[src/rtl/fadd_wb_ctrl.sv]
// Issue/writeback control for the 3-stage pipelined FP adder: destination-tag tracking, result writeback, RAW stalls.
// Latency: issue to wb_valid is exactly 3 e=1 edges; iss_ack/stall/busy are combinational.
// Backpressure: e=0 freezes the A/C tags and wb_rd/wb_data (wb_valid drops); a RAW hit raises stall and withholds iss_ack.
//
// Ports:
//   clk, clrn          rising-edge clock, asynchronous active-low reset
//   e, flush           pipeline advance enable (shared with the adder), kill of stages A and C
//   iss_valid, iss_rd, iss_fs, iss_ft   issuing add/sub and its register numbers
//   s                  adder result from its normalization stage
//   iss_ack, stall     issue accepted / RAW hazard against in-flight work
//   wb_valid, wb_rd, wb_data            one-cycle register-file write
//   busy, retired      any stage valid / count of completed writebacks
module fadd_wb_ctrl (
   input  logic        clk,
   input  logic        clrn,
   input  logic        e,
   input  logic        flush,
   input  logic        iss_valid,
   input  logic [4:0]  iss_rd,
   input  logic [4:0]  iss_fs,
   input  logic [4:0]  iss_ft,
   input  logic [31:0] s,
   output logic        iss_ack,
   output logic        stall,
   output logic        wb_valid,
   output logic [4:0]  wb_rd,
   output logic [31:0] wb_data,
   output logic        busy,
   output logic [15:0] retired
);

   typedef struct packed {
      logic       vld;
      logic [4:0] rd;
   } tag_t;

   tag_t        a_q, a_d;         // aligned with the adder's align/cal register
   tag_t        c_q, c_d;         // aligned with the adder's cal/norm register
   logic        wb_vld_q, wb_vld_d;
   logic [4:0]  wb_rd_q, wb_rd_d;
   logic [31:0] wb_data_q, wb_data_d;
   logic [15:0] retired_q, retired_d;

   function automatic logic src_hit(input logic vld, input logic [4:0] rd,
                                    input logic [4:0] fs, input logic [4:0] ft);
      return vld && ((fs == rd) || (ft == rd));
   endfunction

   // Register 0 is treated like any other FP register.
   always_comb begin
      stall   = iss_valid && (src_hit(a_q.vld, a_q.rd, iss_fs, iss_ft) ||
                              src_hit(c_q.vld, c_q.rd, iss_fs, iss_ft) ||
                              src_hit(wb_vld_q, wb_rd_q, iss_fs, iss_ft));
      iss_ack = iss_valid && !stall && e && !flush;
      busy    = a_q.vld || c_q.vld || wb_vld_q;
   end

   always_comb begin
      a_d       = a_q;
      c_d       = c_q;
      wb_vld_d  = 1'b0;           // a stalled edge never repeats a write
      wb_rd_d   = wb_rd_q;
      wb_data_d = wb_data_q;
      retired_d = retired_q;
      if (e) begin
         a_d.vld   = iss_ack;
         a_d.rd    = iss_rd;
         c_d       = a_q;
         wb_vld_d  = c_q.vld;
         wb_rd_d   = c_q.rd;
         // Data is captured even for a bubble; wb_valid alone qualifies it.
         wb_data_d = s;
      end
      // WB above already took the pre-flush C, so the op leaving C still retires.
      if (flush) begin
         a_d.vld = 1'b0;
         c_d.vld = 1'b0;
      end
      if (wb_vld_d) begin
         retired_d = retired_q + 16'd1;
      end
   end

   always_ff @(posedge clk or negedge clrn) begin
      if (!clrn) begin
         a_q       <= '0;
         c_q       <= '0;
         wb_vld_q  <= 1'b0;
         wb_rd_q   <= '0;
         wb_data_q <= '0;
         retired_q <= '0;
      end else begin
         a_q       <= a_d;
         c_q       <= c_d;
         wb_vld_q  <= wb_vld_d;
         wb_rd_q   <= wb_rd_d;
         wb_data_q <= wb_data_d;
         retired_q <= retired_d;
      end
   end

   assign wb_valid = wb_vld_q;
   assign wb_rd    = wb_rd_q;
   assign wb_data  = wb_data_q;
   assign retired  = retired_q;

endmodule

[config.mk]
export PLATFORM = sky130hd
export DESIGN_NAME = fadd_wb_ctrl
export DESIGN_NICKNAME = d
export VERILOG_FILES = /design/src/rtl/fadd_wb_ctrl.sv
export SDC_FILE = /design/constraint.sdc
export NUM_CORES = 1
export LEC_CHECK = 0
export ABC_AREA = 1
export BUFFER_PORTS_ARGS = -buffer_cell sky130_fd_sc_hd__buf_2
export CAP_MARGIN = 5
export CORE_MARGIN = 3
export CORE_UTILIZATION = 47
export CTS_BUF_LIST = sky130_fd_sc_hd__clkbuf_4
export CTS_CLUSTER_DIAMETER = 60
export CTS_CLUSTER_SIZE = 25
export DETAILED_ROUTE_END_ITERATION = 8
export GPL_TIMING_DRIVEN = 0
export PLACE_DENSITY = 0.83
export SLEW_MARGIN = 20
export SYNTH_ARGS = -nofsm -noshare
export SYNTH_HDL_FRONTEND = slang
export SYNTH_SLANG_ARGS = --single-unit
[constraint.sdc]
create_clock -name clk -period 1.55 [get_ports clk]
set_clock_uncertainty 0.1 [all_clocks]
set_input_delay 0.2325 -clock clk [delete_from_list [all_inputs] [get_ports clk]]
set_output_delay 0.2325 -clock clk [all_outputs]
set_load 0.03 [all_outputs]
Word-level counts from Yosys, hierarchy flattened
Cells that the tools add are included.
Widths: inputs -> output; s select.
{ "word_totals": {"ff_bits": 66, "input_bits": 52, "output_inout_bits": 57, "elab_cells": 37} }
{ "op_classes": {"addsub": 1, "eq_ne": 6, "n_mux": 5, "reduce_logical": 17} }
{ "op_table": {"columns": ["operator", "count"], "rows": [
  ["$eq 5x5->1", 6],
  ["$add 16x1->16 const B", 1],
  ["$mux 6", 2],
  ["$logic_and 1x1->1", 7],
  ["$logic_or 1x1->1", 7],
  ["$mux 1", 3],
  ["$logic_not 1->1", 2],
  ["$reduce_bool 2->1", 1]
]} }

Depth between registers and ports, before layout
Gate-level depths: netlist (run 1).
{ "logic_depth": {"word_depth": 12, "ltp_mapped": 10, "mapped_depth_nobuf": 10} }

Worst setup path before layout (run 1)
OpenSTA, ideal clock, no wires.
{ "synth_timing": {"path_kind": "register to register", "startpoint": "register retired_q[1], in the netlist retired[1]", "endpoint": "register retired_q[12], in the netlist retired[12]", "setup_time_ps": 118, "arrival_time_ps": 1505, "required_ps": 1332, "path_slack_ps": -173, "stages_incl_launch_ff": 9, "n_path_buf": 0, "period_less_slack_ps": 1723, "path_cell_list": "dfrtp_1 -> ha_1 -> clkinv_2 -> nor2_4 -> nand4_1 -> nor2_2 -> nand3_1 -> xor2_1 -> inv_1"} }
{ "synth_between": {"elab_chain_cells": 1} }
{ "synth_lines": {"columns": ["item", "line", "text"], "rows": [
  ["from (decl)", "42", "logic [15:0] retired_q, retired_d;"],
  ["from (signal assigned)", "98", "retired_q <= retired_d;"],
  ["$add 16x1->16", "80", "retired_d = retired_q + 16'd1;"]
]} }
No other way between the ends.
A chain may end at the register's enable or synchronous reset.

Worst setup path after layout (run 1)
{ "layout_timing": {"startpoint": "register wb_rd_q[0], in the netlist wb_rd[0]", "endpoint": "output iss_ack"} }
{ "layout_between": {"elab_chain_cells": 9, "elab_cells_between_ends": 10, "cone_classes": "eq/ne: 2; reduce/logical: 8"} }
{ "layout_lines": {"columns": ["item", "line", "text"], "rows": [
  ["from (decl)", "40", "logic [4:0] wb_rd_q, wb_rd_d;"],
  ["from (signal assigned)", "96", "wb_rd_q <= wb_rd_d;"],
  ["$eq 5x5->1", "46", "return vld && ((fs == rd) || (ft == rd));"],
  ["$logic_or 1x1->1 (*)", "46", null],
  ["$logic_and 1x1->1 (*)", "46", null],
  ["$logic_or 1x1->1 (*)", "52", "src_hit(c_q.vld, c_q.rd, iss_fs, iss_ft) ||"],
  ["$logic_and 1x1->1 (*)", "51", "stall = iss_valid && (src_hit(a_q.vld, a_q.rd, iss_fs, iss_ft) ||"],
  ["$logic_not 1->1 (*)", "54", "iss_ack = iss_valid && !stall && e && !flush;"],
  ["$logic_and 1x1->1 (*) (3 in a row)", "54", null],
  ["to (decl)", "23", "output logic iss_ack,"]
]} }
Mark *: on every way between the ends. The rest lies on a longest branch, timed or not.

==> results of run 1 <==
## cells in the final DEF (no fill, tap or decap), types with 2 or more instances in the layout
cell and n:
buf_2 104, nand3_1 14, nor2_1 14, dlygate4sd3_1 39, nand2_2 7, buf_1 2, inv_2 7, nand3_2 2
buf_6 5, dfrtp_1 55, clkbuf_1 7, buf_4 17, inv_1 30, xor2_1 16, nand2_4 2, nor2_4 3
clkbuf_4 10, xnor2_1 9, nand4_1 5, o21ai_0 12, nor3_1 2, clkinv_1 3, nor2_2 2, dfrtp_2 11
nand2_1 180
## how the worst max path moves through the flow
stage / cells past startpoint / slack (ps) / to / startpoint
final: 9 / -470 / iss_ack / wb_rd[0]$_DFFE_PN0P_
after global routing: 8 / -620 / iss_ack / a_q[2]$_DFFE_PN0P_
after CTS: 9 / -460 / stall / a_q[2]$_DFFE_PN0P_
after detailed placement: 9 / -80 / stall / a_q[0]$_DFFE_PN0P_
after global placement: 1 / -230 / wb_rd[4]$_DFFE_PN0P_ / clrn
after floorplan: 8 / -40 / retired[12]$_DFFE_PN0P_ / retired[1]$_DFFE_PN0P_
## worst max-delay path, stage by stage (launching register included)
cell,delay (ps)
dfrtp_2,450
nand2_1,90
nand2_1,60
nor2_1,120
nand3_1,80
nand2_1,90
nand2_2,70
nand4_1,140
inv_2,50
buf_6,130
## cell families (layout without fill, tap and decap cells)
kind of cell | count (synthesis) | after routing
compound gates | 16 | 16
xor+xnor | 26 | 26
fa+ha+maj | 1 | 1
buf+inv | 49 | 228
flops | 66 | 66
simple gates | 235 | 235
## power groups by stage
stage               sequential [mW]  combinational, mW  clock (mW)
finish                         2.05               1.28       0.923
global route                   2.08               1.41        1.03
CTS                            2.05               1.14       0.949
detailed placement             2.09               1.02           0
global placement               2.08              0.982           0
floorplan                      2.35              0.384           0
## metrics by stage
step           utilization  area, um2  power, mW  setup TNS [ps]
2_1_floorplan            -       3170       2.73           -72.0
3_3_place_gp         0.592       3800       3.06           -8760
3_5_place_dp         0.597       3830       3.11            -279
4_1_cts              0.684       4400       4.14            -913
5_1_grt              0.706       4530       4.52           -1780
6_report             0.706       4530       4.26            -968
## final cells by class
type / instances / share of cell area
Clock buffer: 10 / 0.0166
Inverter: 38 / 0.0320
Buffer: 11 / 0.0102
Clock inverter: 5 / 0.00524
Sequential cell: 66 / 0.367
Timing Repair Buffer: 164 / 0.245
Tap cell: 77 / 0.0213
Multi-Input combinational cell: 278 / 0.303
## timing repair
item,CTS,global route
resized for setup,6,21
pin swaps,12,14
buffers inserted,8,9
hold buffers,39,0
hold endpoints to repair,104,0
setup endpoints to repair,4,10
## layer usage
| layer | GRT usage | up-vias |
|---|---|---|
| met4 | 0.0962 | 0 |
| met2 | 0.403 | 103 |
| li1 | - | 1551 |
| met1 | 0.272 | 1467 |
| met3 | 0.0480 | 25 |
| met5 | 0 | - |
## registers in the layout (all words and copies together), names as in the netlist
name      flops
wb_data      32
retired      16
a_q           6
c_q           6
wb_rd         5
wb_valid      1
==> results_dict.tcl, run 1 <==
set metrics [dict create \
    wl_met2_um 4320 \
    hold_violations 0 \
    first_global_vias 3115 \
    register_area_um2 1670 \
    synthTopCellsByCount "188 x nand2_1, 66 x dfrtp_1, 34 x inv_1" \
    drc 0 \
    yosys_warnings 0 \
    finish.net_count 621 \
    power_density_nw_per_um2 939 \
    areaGrowthSynthToFinish_pct 44.5 \
    period_share 1.30 \
    rrSetupSlack_ps -30 \
    die-height_um 87.7 \
    gr-total-overflow 0 \
    synthArstFlopShare 1.00 \
    grt_pass1_wl_um 13700 \
    synth.area.mux_share 0 \
    synth_cell_type_count 27 \
    critPathMaxFanout 4 \
    worst_setup_path_start_kind "register" \
    wl_met1_um 3460 \
    p_sw_frac 0.357 \
    drt_iter0_markers 182 \
    timing.rr.end "retired[13]$_DFFE_PN0P_" \
    wl_per_cell_um 13.0 \
    comb_power_share 0.302 \
    clkLatencyLatePin_ps 400 \
    cts_tree "done" \
    start_util 0.488 \
    worstPathRequired_ps 1220 \
    vias 3146 \
    synth_nets 446 \
    drive_gt1_frac 0.313 \
    timing.hold.ws_ps 35.8 \
    rows 29 \
    dpl.cell_count 578 \
    leakage_nw 2.59 \
    cts_max_level 3 \
    ff2ff_path_depth 7 \
    synth_top_area_cell "dfrtp_1" \
    top_layer "met4" \
    setup_ws_ps -466 \
    pwr-share-clk 0.217 \
    dieArea_um2 7690 \
    vdd_ir_drop_max_v 0.000534 \
    netlist_area_um2 3140 \
    cts-root-buf "clkbuf_4" \
    syn_avg_cell_area_um2 7.98 \
    cap_violations 0 \
    p_seq_frac 0.482 \
    cts_inserted_buffers 9 \
    n_antenna_cell 0 \
    synthXorXnorAreaFrac 0.0726 \
    slew_headroom 0.639 \
    synth_fa_ha_area_frac 0.00399 \
    io_buffers 107 \
    netSwitchingPower_mw 1.52 \
    synth_cells 393 \
    grt_max_degree 48 \
    core_area_um2 6420 \
    track_usage 0.230 \
    dr.pass1.iters 5 \
    synth_top_family_by_area "simple AND/OR/NAND/NOR gates" \
    synth-seq-area-share 0.527 \
    synth_top_area_share 0.527 \
    min_period_ps 2020 \
    internal_power_mw 2.74 \
    dp_hpwl_um 5630 \
    routed_wl_um 8470 \
    endpoint_kind "output port" \
    ant_nets 0 \
    synth.ff_latch_count 66 \
    fmaxAchievable_ghz 0.496 \
    place_ws_ps -80.2 \
    hold_class "primary input to register" \
    ys.flop_type "dfrtp_1" \
    status "finished with violations" \
    arrival_ps 1680 \
    place_congestion 0.864 \
    io_pins 109 \
    ys_top_cells_by_area "dfrtp_1 53%, nand2_1 22%, xor2_1 4.7%" \
    hold_depth 4 \
    crit_type "register to output port" \
    multi_input_area_um2 1370 \
    tightestPinTransition_ps 541 \
    antenna_found_initial 0 \
    wl_met3_um 449 \
    cts_sinks 66 \
    timing.rr.start "retired[1]$_DFFE_PN0P_" \
    clockBufferDepth 2 \
    synthSimpleGateAreaFrac 0.309 \
    finalMaxSlewViolations 0 \
    synth.most_common_cell "nand2_1" \
    cts.clk_slew.worst_paths_ps 110 \
    synth-edff-count 0 \
    synth_compound_area_frac 0.0271 \
    die_w_um 87.7 \
    avgViaCountPerCell 4.85 \
    rsz0062_at_grt "true" \
    setup_viol 6 \
    hp-start "flush" \
    violations "setup timing" \
    min_to "c_q[5]$_DFFE_PN0P_" \
    finalNonFillerCells 649 \
    fill_cells 485 \
]
No activity file was read; power rests on OpenSTA's default activity.
==> inputs of run 2 (changes only) <==
--- a/config.mk
+++ b/config.mk
@@ -5,17 +5,16 @@
 export SDC_FILE = /design/constraint.sdc
 export NUM_CORES = 1
 export LEC_CHECK = 0
-export ABC_AREA = 1
 export BUFFER_PORTS_ARGS = -buffer_cell sky130_fd_sc_hd__buf_2
 export CAP_MARGIN = 5
 export CORE_MARGIN = 3
-export CORE_UTILIZATION = 47
+export CORE_UTILIZATION = 46
 export CTS_BUF_LIST = sky130_fd_sc_hd__clkbuf_4
 export CTS_CLUSTER_DIAMETER = 60
 export CTS_CLUSTER_SIZE = 25
 export DETAILED_ROUTE_END_ITERATION = 8
 export GPL_TIMING_DRIVEN = 0
-export PLACE_DENSITY = 0.83
+export PLACE_DENSITY = 0.82
 export SLEW_MARGIN = 20
 export SYNTH_ARGS = -nofsm -noshare
 export SYNTH_HDL_FRONTEND = slang
==> run 2 against run 1 <==
Net effect: the flow still finishes with violations (setup timing); clock-buffer cell count stayed put; non-clock buffer count shrank 13; synthesized cell count decreased by 45%; sequential share of layout area is 2.6 points higher; sequential power increased by 2%; critical path type unchanged; largest power group unchanged; highest routed layer unchanged.
==> results_dict.tcl, run 2 <==
set metrics [dict create \
    n_antenna_cell 0 \
    vias 2280 \
    synthTopCellsByCount "66 x dfrtp_1, 48 x mux2_2, 40 x xnor2_1" \
    drc 0 \
    rows 28 \
    timing.rr.end "a_q[5]$_DFFE_PN0P_" \
    final_cell_area_um2 4250 \
    place_ws_ps -201 \
    hold_class "primary input to register" \
    clkLatencyLatePin_ps 410 \
    cts_sinks 66 \
    vdd_ir_drop_max_v 0.000593 \
    drive_gt1_frac 0.550 \
    antenna_found_initial 0 \
    avgViaCountPerCell 4.94 \
    synthArstFlopShare 1.00 \
    leakage_nw 1.97 \
    min_period_ps 2060 \
    synth.ff_latch_count 66 \
    postPlaceCellArea_um2 3600 \
    dp_hpwl_um 4640 \
    cts-root-buf "clkbuf_4" \
    slew_headroom 0.620 \
    ant_nets 0 \
    hold_depth 3 \
    hold_violations 0 \
    dr.pass1.iters 4 \
    register_area_um2 1670 \
    core_area_um2 6060 \
    netlist_area_um2 2930 \
    cts_tree "done" \
    die_w_um 85.8 \
    wl_per_cell_um 15.5 \
    largest_reg_flops 32 \
    ys.flop_type "dfrtp_1" \
    fmaxAchievable_ghz 0.485 \
    cts_inserted_buffers 9 \
    drt_iter0_markers 59 \
    yosys_warnings 0 \
    timing.rr.start "c_q[1]$_DFFE_PN0P_" \
    layout_commonest_cell "buf_2" \
    dieArea_um2 7370 \
    setup_viol 4 \
    start_util 0.484 \
    arrival_ps 1730 \
    synth.most_common_cell "dfrtp_1" \
    multi_input_area_um2 1290 \
    worstPathRequired_ps 1220 \
    finish.net_count 435 \
    rrSetupSlack_ps -40 \
    layout_common_cells "107 x buf_2, 50 x dfrtp_1, 48 x mux2_2" \
    ff2ff_path_depth 6 \
    place_congestion 0.757 \
    hp-start "flush" \
    areaGrowthSynthToFinish_pct 45.0 \
    cts.clk_slew.worst_paths_ps 110 \
    setup_ws_ps -511 \
    min_to "a_q[5]$_DFFE_PN0P_" \
    grt_pass1_wl_um 11900 \
    synth_nets 269 \
    synth_top_area_cell "dfrtp_1" \
    die-height_um 85.8 \
    endpoint_kind "output port" \
    cts_max_level 3 \
    period_share 1.33 \
    fill_cells 444 \
    status "finished with violations" \
    violations "setup timing" \
    synth_cell_type_count 25 \
    rsz0062_at_grt "true" \
    power_density_nw_per_um2 1010 \
    ys_top_cells_by_area "dfrtp_1 56%, mux2_2 18%, xnor2_1 12%" \
    syn_avg_cell_area_um2 13.6 \
    synth-seq-area-share 0.563 \
    gr-total-overflow 0 \
    finalMaxSlewViolations 0 \
    first_global_vias 2499 \
    critPathMaxFanout 3 \
    worst_setup_path_start_kind "register" \
    track_usage 0.209 \
    io_buffers 107 \
    synth-edff-count 0 \
    io_pins 109 \
    clockBufferDepth 2 \
    crit_type "register to output port" \
    synth_top_area_share 0.563 \
    routed_wl_um 7170 \
    grt_max_degree 36 \
    cap_violations 0 \
    totalPowerFinal_mw 4.31 \
    tightestPinTransition_ps 570 \
    synth_cells 216 \
]
-- run 2: layout make-up --
type | count | share of cell area
multi-input cells | 143 | 0.303
repair buffers | 155 | 0.242
clock buffers | 10 | 0.0177
well taps | 75 | 0.0221
clock inverters | 6 | 0.0138
plain buffers | 7 | 0.00912
flip-flops and latches | 66 | 0.393
-- run 2: per-layer routing --
| layer | routed length (um) | up-vias | track usage |
|---|---|---|---|
| met4 | 108 | 0 | 0.0863 |
| li1 | - | 1079 | - |
| met1 | 2840 | 1125 | 0.242 |
| met2 | 3890 | 66 | 0.376 |
| met5 | 0 | - | 0 |
| met3 | 332 | 10 | 0.0394 |
-- run 2: logic make-up after synthesis --
kind of cell / synth area share
buffers and inverters: 0.0132
AND/OR/NAND/NOR: 0.0849
flip-flops: 0.563
adder cells (fa/ha/maj): 0.00427
multiplexers: 0.188
XOR/XNOR: 0.137
AO/OA/AOI/OAI: 0.00939
-- run 2: critical path, stage by stage, from the launching register on --
cell and delay [ps]:
dfrtp_2 450, xnor2_1 180, nand4_1 150, o22ai_2 190, nor3_4 70, and2_4 160
buf_6 130
-- run 2: per-stage QoR --
| step | std cells | hold slack [ps] | utilization | TNS [ps] |
|---|---|---|---|---|
| after floorplan | 216 | -163 | - | -63.6 |
| after global placement | 398 | 323 | 0.591 | -6820 |
| after detailed placement | 399 | 98.1 | 0.595 | -326 |
| after CTS | 459 | 69.3 | 0.692 | -1290 |
| after global routing | 462 | 87.3 | 0.701 | -1460 |
| final | 462 | 92.9 | 0.701 | -1160 |
-- run 2: repair_timing --
action | CTS | global route
buffers inserted | 5 | 3
endpoints found under the setup margin | 4 | 14
endpoints found under the hold margin | 69 | 0
hold buffers | 39 | 0
resized for setup | 8 | 11
pin swaps | 7 | 5
-- run 2: worst max path at each step --
stage | from | to | cells after the start
6_report | c_q[1]$_DFFE_PN0P_ | iss_ack | 6
5_1_grt | a_q[0]$_DFFE_PN0P_ | iss_ack | 6
4_1_cts | wb_rd[4]$_DFFE_PN0P_ | iss_ack | 6
3_5_place_dp | c_q[3]$_DFFE_PN0P_ | iss_ack | 6
3_3_place_gp | clrn | wb_rd[1]$_DFFE_PN0P_ | 1
2_1_floorplan | wb_rd[1]$_DFFE_PN0P_ | stall | 5
-- run 2: power breakdown --
part | switching, mW | leakage, nW | total, mW | internal [mW]
logic | 0.604 | 1.11 | 1.11 | 0.511
registers | 0.186 | 0.791 | 2.09 | 1.91
clock network | 0.605 | 0.0715 | 1.10 | 0.499
